`config.mk`:
```
export PLATFORM = sky130hd
export DESIGN_NAME = join_tracker
export DESIGN_NICKNAME = d
export VERILOG_FILES = /design/src/rtl/join_tracker.sv
export SDC_FILE = /design/constraint.sdc
export NUM_CORES = 1
export LEC_CHECK = 0
export ABC_AREA = 1
export BUFFER_PORTS_ARGS = -buffer_cell sky130_fd_sc_hd__clkbuf_2
export CAP_MARGIN = 20
export CORE_AREA = 5 5 72 74
export CTS_BUF_LIST = sky130_fd_sc_hd__clkbuf_4
export DETAILED_ROUTE_END_ITERATION = 10
export DIE_AREA = 0 0 77 79
export PLACE_DENSITY = 0.74
export SYNTH_ARGS = -nofsm -noshare
export SYNTH_HDL_FRONTEND = slang
export SYNTH_SLANG_ARGS = --single-unit
```
`constraint.sdc`:
```
create_clock -name clk -period 2.05 [get_ports clk]
set_input_delay 0 -clock clk [delete_from_list [all_inputs] [get_ports clk]]
set_output_delay 0 -clock clk [all_outputs]
set_load 0.02 [all_outputs]
```
`src/rtl/join_tracker.sv`:
```
// Launch/join tracker: starts a set of worker lanes, collects their done pulses and
// reports completion under ALL / ANY / NONE join semantics with elapsed-cycle count.
module join_tracker #(
  parameter int unsigned N_LANES = 2,
  parameter int unsigned CNT_W   = 16
) (
  input  logic               clk,
  input  logic               rst_n,
  input  logic               launch_valid,
  output logic               launch_ready,
  input  logic [N_LANES-1:0] launch_mask,
  input  logic [1:0]         launch_mode,
  output logic [N_LANES-1:0] lane_start,
  input  logic [N_LANES-1:0] lane_done,
  output logic               join_valid,
  input  logic               join_ready,
  output logic [N_LANES-1:0] join_lanes,
  output logic [CNT_W-1:0]   join_cycles,
  output logic [N_LANES-1:0] outstanding,
  output logic               busy,
  output logic               err_spurious
);

  typedef enum logic [2:0] {
    S_IDLE,
    S_START,
    S_RUN,
    S_REPORT,
    S_DRAIN
  } state_t;

  typedef enum logic [1:0] {
    M_ALL     = 2'b00,
    M_ANY     = 2'b01,
    M_NONE    = 2'b10,
    M_ALL_ALT = 2'b11
  } mode_t;

  state_t             r_state, w_state_nx;
  mode_t              r_mode,  w_mode_nx;
  logic [N_LANES-1:0] r_mask,  w_mask_nx;
  logic [N_LANES-1:0] r_out,   w_out_nx;
  logic [N_LANES-1:0] r_seen,  w_seen_nx;
  logic [CNT_W-1:0]   r_cnt,   w_cnt_nx;
  logic [N_LANES-1:0] r_jl,    w_jl_nx;
  logic [CNT_W-1:0]   r_jc,    w_jc_nx;
  logic               r_err,   w_err_nx;

  logic [N_LANES-1:0] w_out_upd;
  logic [N_LANES-1:0] w_seen_upd;
  logic [CNT_W-1:0]   w_cnt_sat;
  logic               w_in_launch;
  logic               w_cond_mode;
  logic               w_join;

  // Done tracking runs in every state; the join test sees this cycle's dones.
  always_comb begin
    w_out_upd   = r_out & ~lane_done;
    w_seen_upd  = r_seen | (lane_done & r_out);
    w_cnt_sat   = (r_cnt == '1) ? r_cnt : r_cnt + CNT_W'(1);
    w_in_launch = (r_state == S_START) || (r_state == S_RUN);
    case (r_mode)
      M_ANY:   w_cond_mode = |w_seen_upd;
      M_NONE:  w_cond_mode = (r_state == S_START);
      default: w_cond_mode = (w_out_upd == '0);
    endcase
    w_join = w_in_launch &&
             (w_cond_mode || ((r_state == S_START) && (r_mask == '0)));
  end

  always_comb begin
    w_state_nx = r_state;
    w_mode_nx  = r_mode;
    w_mask_nx  = r_mask;
    w_out_nx   = w_out_upd;
    w_seen_nx  = w_seen_upd;
    w_cnt_nx   = r_cnt;
    w_jl_nx    = r_jl;
    w_jc_nx    = r_jc;
    w_err_nx   = r_err | (|(lane_done & ~r_out));

    case (r_state)
      S_IDLE: begin
        if (launch_valid) begin
          w_state_nx = S_START;
          w_mode_nx  = mode_t'(launch_mode);
          w_mask_nx  = launch_mask;
          w_out_nx   = launch_mask;
          w_seen_nx  = '0;
          w_cnt_nx   = '0;
        end
      end
      S_START, S_RUN: begin
        w_cnt_nx = w_cnt_sat;
        if (w_join) begin
          w_jl_nx    = w_seen_upd;
          w_jc_nx    = r_cnt;
          w_state_nx = S_REPORT;
        end else begin
          w_state_nx = S_RUN;
        end
      end
      S_REPORT: begin
        if (join_ready) begin
          w_state_nx = (w_out_upd == '0) ? S_IDLE : S_DRAIN;
        end
      end
      S_DRAIN: begin
        if (w_out_upd == '0) begin
          w_state_nx = S_IDLE;
        end
      end
      default: w_state_nx = S_IDLE;
    endcase
  end

  always_ff @(posedge clk or negedge rst_n) begin
    if (!rst_n) begin
      r_state <= S_IDLE;
      r_mode  <= M_ALL;
      r_mask  <= '0;
      r_out   <= '0;
      r_seen  <= '0;
      r_cnt   <= '0;
      r_jl    <= '0;
      r_jc    <= '0;
      r_err   <= 1'b0;
    end else begin
      r_state <= w_state_nx;
      r_mode  <= w_mode_nx;
      r_mask  <= w_mask_nx;
      r_out   <= w_out_nx;
      r_seen  <= w_seen_nx;
      r_cnt   <= w_cnt_nx;
      r_jl    <= w_jl_nx;
      r_jc    <= w_jc_nx;
      r_err   <= w_err_nx;
    end
  end

  assign launch_ready = (r_state == S_IDLE);
  assign busy         = (r_state != S_IDLE);
  assign join_valid   = (r_state == S_REPORT);
  assign lane_start   = (r_state == S_START) ? r_mask : '0;
  assign join_lanes   = r_jl;
  assign join_cycles  = r_jc;
  assign outstanding  = r_out;
  assign err_spurious = r_err;

endmodule

```
==> results.sh, run 1 <==
export IMPL_multi_input_area_um2=992.2
export IMPL_avgSynthCellArea_um2=8.862
export IMPL_nFillCells=406
export IMPL_avgViaCountPerCell=5.111
export IMPL_final_cell_mix="nand2_1, dfrtp_1, clkbuf_2, inv_1, nor2_1"
export IMPL_clock_sinks=46
export IMPL_path_clk_slew_ns=0.15
export IMPL_grt_max_degree=36
export IMPL_critPathBufInv=4
export IMPL_finalNonFillerCells=369
export IMPL_start_util_pct=51.78
export IMPL_antenna_cells=0
export IMPL_clkPwrFrac_pct=15.1
export IMPL_cp_start_kind="flip-flop"
export IMPL_crit_chain="nor2_2, inv_2, nor2_4, inv_2, nor2_4, buf_4, nand2_1, o21ai_0, dlygate4sd3_1"
export IMPL_layout_drive_gt1_share_pct=26.98
export IMPL_cp_arrival_ns=2.23
export IMPL_crit_family="buffers and inverters"
export IMPL_drc=0
export IMPL_period_share_pct=93.03
export IMPL_core_um2=4536
export IMPL_fin_worst_skew_ns=0.01079
export IMPL_cts_buffers=5
export IMPL_worstSkewPairLatency_ns=0.38
export IMPL_regArea_um2=1151
export IMPL_synthesis_nets=278
export IMPL_dr_pass1_iters=4
export IMPL_placed_cells=350
export IMPL_crit_path_max_incr_delay_ns=0.57
export IMPL_cts_tree="done"
export IMPL_yosysWarnings=0
export IMPL_hold_viol=0
export IMPL_status="completed"
export IMPL_portBuffers=35
export IMPL_power_density_nw_per_um2=1386
export IMPL_avgRoutedWirePerCell_um=13.04
export IMPL_fmax_mhz=524.3
export IMPL_hpwl_um=3418
export IMPL_finalMaxSlewViolations=0
export IMPL_grt_overflow=0
export IMPL_end_kind="flip-flop"
export IMPL_synth_seq_cells=46
export IMPL_grt_use_total_pct=17.19
export IMPL_crit_fanout=12
export IMPL_synthDistinctLibCells=26
export IMPL_area_growth_pct=16.52
export IMPL_num_rows=25
export IMPL_dr_max_layer_used="met4"
export IMPL_timing_setup_tns_ns=0
export IMPL_route_met2_wl_um=2299
export IMPL_required_ns=2.38
export IMPL_grt_pass1_wl_um=8404
export IMPL_met3WireLength_um=225
export IMPL_leakage_nw=1.360
export IMPL_worst_pin_slew_ns=0.5564
export IMPL_synthCells=265
export IMPL_vdd_drop_max_mv=0.7225
export IMPL_wl_met1_um=2178
export IMPL_routed_wl_um=4812
export IMPL_path_class="flip-flop to flip-flop"
export IMPL_switching_share_pct=47.85
export IMPL_setup_viol=0
export IMPL_fin_nets=327
export IMPL_worst_hold_slack_ns=0.05259
export IMPL_max_cap_viol_count=0
export IMPL_final_antenna_net_count=0
export IMPL_final_common_cell="nand2_1"
export IMPL_cts_max_path_buffers=2
export IMPL_hp_class="input pin to flip-flop"
export IMPL_setup_ws_ns=0.1428
export IMPL_synthFlopType="dfrtp_1"
export IMPL_syn_area_um2=2349
export IMPL_finalCriticalPeriod_ns=1.907
export IMPL_num_vias=1886
export IMPL_worst_path_max_delay_cell="dlygate4sd3_1"
export IMPL_die_area_um2=6083
export IMPL_grt_pass1_vias=1845
export IMPL_place_ws_ns=0.3668
export IMPL_combinationalPowerShare_pct=48.6
export IMPL_cts_htree_levels=2
export IMPL_ios=36
export IMPL_slew_limit_headroom_pct=62.90
export IMPL_synth_edf_count=0
export IMPL_finalWeightedCongestion=0.8948
export IMPL_antenna_found_initial=0
export IMPL_die_w_um=77
export IMPL_drt_iter0_drc=133
export IMPL_internal_power_w=0.001978
export IMPL_async_reset_ff_share_pct=100.0
export IMPL_sequentialPowerShare_pct=36.4
export IMPL_cts_root_buf="clkbuf_4"
export IMPL_die_y_um=79
export IMPL_rsz0062_at_grt="false"
export IMPL_switchingPower_w=0.001815
export IMPL_yosysSeqAreaShare_pct=49.01
==> worst min-delay path: cells and delay by family <==
kind,cells,cell delay [ns]
simple gates,2,0.16
buf+inv,2,0.18
compound gates,1,0.06
==> synth_stat cells, types with 2 or more instances <==
library cell	number	area (µm²)
nand2_1	57	214.0
nand2_2	3	18.77
dfrtp_1	46	1151
a21oi_1	6	30.03
nand3_1	16	80.08
inv_2	6	22.52
nor2_4	5	56.30
o21ai_2	16	140.1
buf_6	5	56.30
inv_1	31	116.4
xor2_1	5	43.79
o21ai_0	13	65.06
nand2_4	5	56.30
nand4_1	9	56.30
nor2_2	2	12.51
nor2_1	17	63.81
nor3_1	4	20.02
o21ai_1	5	25.02
o22ai_1	5	31.28
ha_1	3	37.54
==> through the flow <==
stage               util [%]  cell area [µm²]  total power, W
global placement       56.11             2545        0.003158
finish                 60.33             2736        0.003793
global route           60.33             2736        0.004098
floorplan                  -             2349        0.002944
CTS                    60.33             2736        0.003819
detailed placement     56.11             2545        0.003209
==> state kept, by name, indices dropped and copies added, names as in the netlist <==
register / cells
r_mode: 2
join_cycles: 16
r_state: 3
outstanding: 2
r_mask: 2
r_cnt: 16
r_seen: 2
err_spurious: 1
join_lanes: 2
==> final timing paths <==
check / cells after the start / slack (ns) / startpoint / to
min in group asynchronous: 2 / 0.12 / rst_n / outstanding[0]$_DFF_PN0_
min: 5 / 0.05 / launch_valid / r_state[2]$_DFFE_PN0P_
max reg2reg: 9 / 0.14 / r_state[0]$_DFFE_PN0P_ / outstanding[1]$_DFF_PN0_
min reg2reg: 2 / 0.51 / join_cycles[8]$_DFFE_PN0P_ / join_cycles[8]$_DFFE_PN0P_
max in group asynchronous: 3 / 1.20 / rst_n / r_cnt[11]$_DFFE_PN0P_
max: 9 / 0.14 / r_state[0]$_DFFE_PN0P_ / outstanding[1]$_DFF_PN0_
==> power groups by stage <==
stage	logic (W)	registers [W]	clock network [W]
2_1_floorplan	0.00145	0.00149	0
3_3_place_gp	0.00177	0.00139	0
3_5_place_dp	0.00181	0.00140	0
4_1_cts	0.00186	0.00138	0.000586
5_1_grt	0.00206	0.00141	0.000622
6_report	0.00184	0.00138	0.000572
==> repair_timing <==
item                      CTS  global route
hold endpoints to repair   34             0
hold buffers               11             0
resized for setup           0             0
buffers inserted            0             0
==> area by class of cell <==
class	count	area share [%]
Clock inverter	3	1.600
Inverter	38	5.258
Tap cell	54	2.469
Timing Repair Buffer	48	10.97
Sequential cell	46	42.07
Clock buffer	5	1.372
Multi-Input combinational cell	175	36.26
==> routing by layer <==
layer | vias up | track usage (%)
met3 | 11 | 4.422
li1 | 956 | -
met2 | 41 | 26.91
met1 | 878 | 21.69
met5 | - | 0
met4 | 0 | 9.622
==> logic make-up after synthesis <==
group	count (synthesis)	share of synthesized area, %
and+or+nand+nor	121	26.05
AOI/OAI and AO/OA	46	12.73
DFF	46	49.01
buffers and inverters	44	8.737
xor gates and xnor gates	5	1.865
adders and majority gates	3	1.598
No activity file was read; power rests on OpenSTA's default activity.
==> inputs of run 2 (changes only) <==
--- a/config.mk
+++ b/config.mk
@@ -8,11 +8,13 @@
 export ABC_AREA = 1
 export BUFFER_PORTS_ARGS = -buffer_cell sky130_fd_sc_hd__clkbuf_2
 export CAP_MARGIN = 20
-export CORE_AREA = 5 5 72 74
+export CORE_AREA = 5 5 79 81
 export CTS_BUF_LIST = sky130_fd_sc_hd__clkbuf_4
 export DETAILED_ROUTE_END_ITERATION = 10
-export DIE_AREA = 0 0 77 79
-export PLACE_DENSITY = 0.74
+export DIE_AREA = 0 0 84 86
+export GPL_TIMING_DRIVEN = 0
+export PLACE_DENSITY = 0.63
+export SKIP_LAST_GASP = 1
 export SYNTH_ARGS = -nofsm -noshare
 export SYNTH_HDL_FRONTEND = slang
 export SYNTH_SLANG_ARGS = --single-unit
==> run 2 against run 1 <==
Compared with the run above:
- via count down 0.11%
- final cell count is 6.0% higher
- first-iteration DRC count decreased by 26%
- hold slack improved by 0.0019 ns
- register-to-register slack is essentially flat
- sequential power is essentially flat
- sequential cell count did not move
- combinational power grew 14%
- power rose by 2.2%
- critical path depth fell by 1
- fmax decreased by 0.28%
- critical path type unchanged
- largest cell class unchanged
- largest power group unchanged
==> results.sh, run 2 (synthesis gave the netlist of run 1 again) <==
export IMPL_avgRoutedWirePerCell_um=12.86
export IMPL_fin_nets=332
export IMPL_setup_viol=0
export IMPL_crit_chain="nor2_2, inv_2, nor2_4, inv_2, nor2_4, buf_4, o21ai_0, dlygate4sd3_1"
export IMPL_max_cap_viol_count=0
export IMPL_rsz0062_at_grt="false"
export IMPL_grt_pass1_wl_um=9018
export IMPL_antenna_found_initial=0
export IMPL_cts_max_path_buffers=2
export IMPL_clkPwrFrac_pct=10.5
export IMPL_hp_class="input pin to flip-flop"
export IMPL_drc=0
export IMPL_grt_overflow=0
export IMPL_slew_limit_headroom_pct=72.26
export IMPL_sequentialPowerShare_pct=35.6
export IMPL_switchingPower_w=0.001849
export IMPL_holdCritStartpoint="launch_valid"
export IMPL_cts_htree_levels=2
export IMPL_die_y_um=86
export IMPL_finalWeightedCongestion=0.8679
export IMPL_cts_root_buf="clkbuf_4"
export IMPL_routed_wl_um=5027
export IMPL_placed_cells=373
export IMPL_post_cts_setup_buffers=0
export IMPL_final_cell_mix="nand2_1, dfrtp_1, clkbuf_2, inv_1, nor2_1"
export IMPL_combinationalPowerShare_pct=53.9
export IMPL_path_class="flip-flop to flip-flop"
export IMPL_num_rows=27
export IMPL_worstSkewPairLatency_ns=0.36
export IMPL_drt_iter0_drc=99
export IMPL_area_growth_pct=18.97
export IMPL_r2r_start="r_state[0]$_DFFE_PN0P_"
export IMPL_final_antenna_net_count=0
export IMPL_final_common_cell="nand2_1"
export IMPL_fin_worst_skew_ns=0.01285
export IMPL_ios=36
export IMPL_critPathBufInv=4
export IMPL_route_met2_wl_um=2425
export IMPL_hpwl_um=3861
export IMPL_cp_arrival_ns=2.16
export IMPL_timing_setup_tns_ns=0
export IMPL_status="completed"
export IMPL_switching_share_pct=47.68
export IMPL_internal_power_w=0.002029
export IMPL_cts_tree="done"
export IMPL_worst_pin_slew_ns=0.4160
export IMPL_core_um2=5405
export IMPL_portBuffers=35
export IMPL_worst_path_max_delay_cell="dlygate4sd3_1"
export IMPL_crit_path_start="r_state[0]$_DFFE_PN0P_"
export IMPL_crit_family="buffers and inverters"
export IMPL_grt_use_total_pct=15.41
export IMPL_crit_path_max_incr_delay_ns=0.56
export IMPL_utilization_pct=51.69
export IMPL_start_util_pct=43.45
export IMPL_leakage_nw=1.380
export IMPL_clock_sinks=46
export IMPL_vdd_drop_max_mv=0.8509
export IMPL_antenna_cells=0
export IMPL_finalCriticalPeriod_ns=1.912
export IMPL_fmax_mhz=522.9
export IMPL_end_kind="flip-flop"
export IMPL_path_clk_slew_ns=0.13
export IMPL_power_density_nw_per_um2=1388
export IMPL_dr_max_layer_used="met4"
export IMPL_die_w_um=84
export IMPL_finalNonFillerCells=391
export IMPL_period_share_pct=93.29
export IMPL_place_ws_ns=0.3783
export IMPL_cp_start_kind="flip-flop"
export IMPL_wl_met1_um=2366
export IMPL_layout_drive_gt1_share_pct=27.90
export IMPL_required_ns=2.29
export IMPL_grt_pass1_vias=1948
export IMPL_hold_viol=0
export IMPL_num_vias=1884
export IMPL_met3WireLength_um=174
export IMPL_dr_pass1_iters=4
export IMPL_cts_buffers=5
export IMPL_die_area_um2=7224
export IMPL_grt_max_degree=33
export IMPL_crit_fanout=10
export IMPL_avgViaCountPerCell=4.818
export IMPL_setup_ws_ns=0.1376
export IMPL_finalMaxSlewViolations=0
run 2: cell types whose count changed in the layout (fill, tap and decap cells not counted), sizes merged:
cell	change
clkinv	+1
inv	-1
buf	+5
bufinv	-1
run 2: cell type report:
cell class | count | area, µm²
Clock buffer | 5 | 37.54
Tap cell | 72 | 90.09
Inverter | 38 | 143.9
Buffer | 6 | 63.81
Timing Repair Buffer | 47 | 305.3
Sequential cell | 46 | 1151
Fill cell | 547 | 2611
Multi-Input combinational cell | 175 | 992.2
Clock inverter | 2 | 10.01
run 2: layer usage:
layer	up-vias	global-route usage [%]
met1	884	19.34
li1	966	-
met2	29	26.54
met4	0	4.240
met5	-	0
met3	5	3.842
run 2: worst paths after layout:
kind	to	slack, ns	cells after the start
setup reg to reg	outstanding[0]$_DFF_PN0_	0.14	8
hold reg to reg	join_lanes[0]$_DFFE_PN0P_	0.50	2
setup / recovery	outstanding[0]$_DFF_PN0_	0.14	8
max in group asynchronous	join_cycles[9]$_DFFE_PN0P_	1.45	3
min in group asynchronous	join_cycles[1]$_DFFE_PN0P_	0.08	2
hold / removal	r_mask[1]$_DFFE_PN0P_	0.05	5
run 2: repair_timing:
item | in CTS | in global routing
endpoints found under the hold margin | 59 | 0
hold buffers | 11 | 0
setup endpoints to repair | 0 | 2
resized for setup | 0 | 2
run 2: power by group through the flow:
stage / logic, W / clock network [W] / registers (W)
final: 0.00209 / 0.000406 / 0.00138
after global routing: 0.00233 / 0.000460 / 0.00142
after CTS: 0.00213 / 0.000423 / 0.00138
after detailed placement: 0.00210 / 0 / 0.00140
after global placement: 0.00207 / 0 / 0.00139
after floorplan: 0.00145 / 0 / 0.00149
run 2: tightest hold or removal path, cell delays in order:
cell,delay (ns)
clkbuf_2,0.08
inv_1,0.09
nor2_4,0.07
nand2_1,0.06
o21ai_0,0.08
run 2: stage by stage:
step / power, W / cell area, µm² / hold slack (ns)
after floorplan: 0.002944 / 2349 / -0.2956
after global placement: 0.003457 / 2614 / 0.2235
after detailed placement: 0.003496 / 2634 / -0.03624
after CTS: 0.003932 / 2791 / 0.06145
after global routing: 0.004213 / 2794 / 0.07856
final: 0.003878 / 2794 / 0.05451
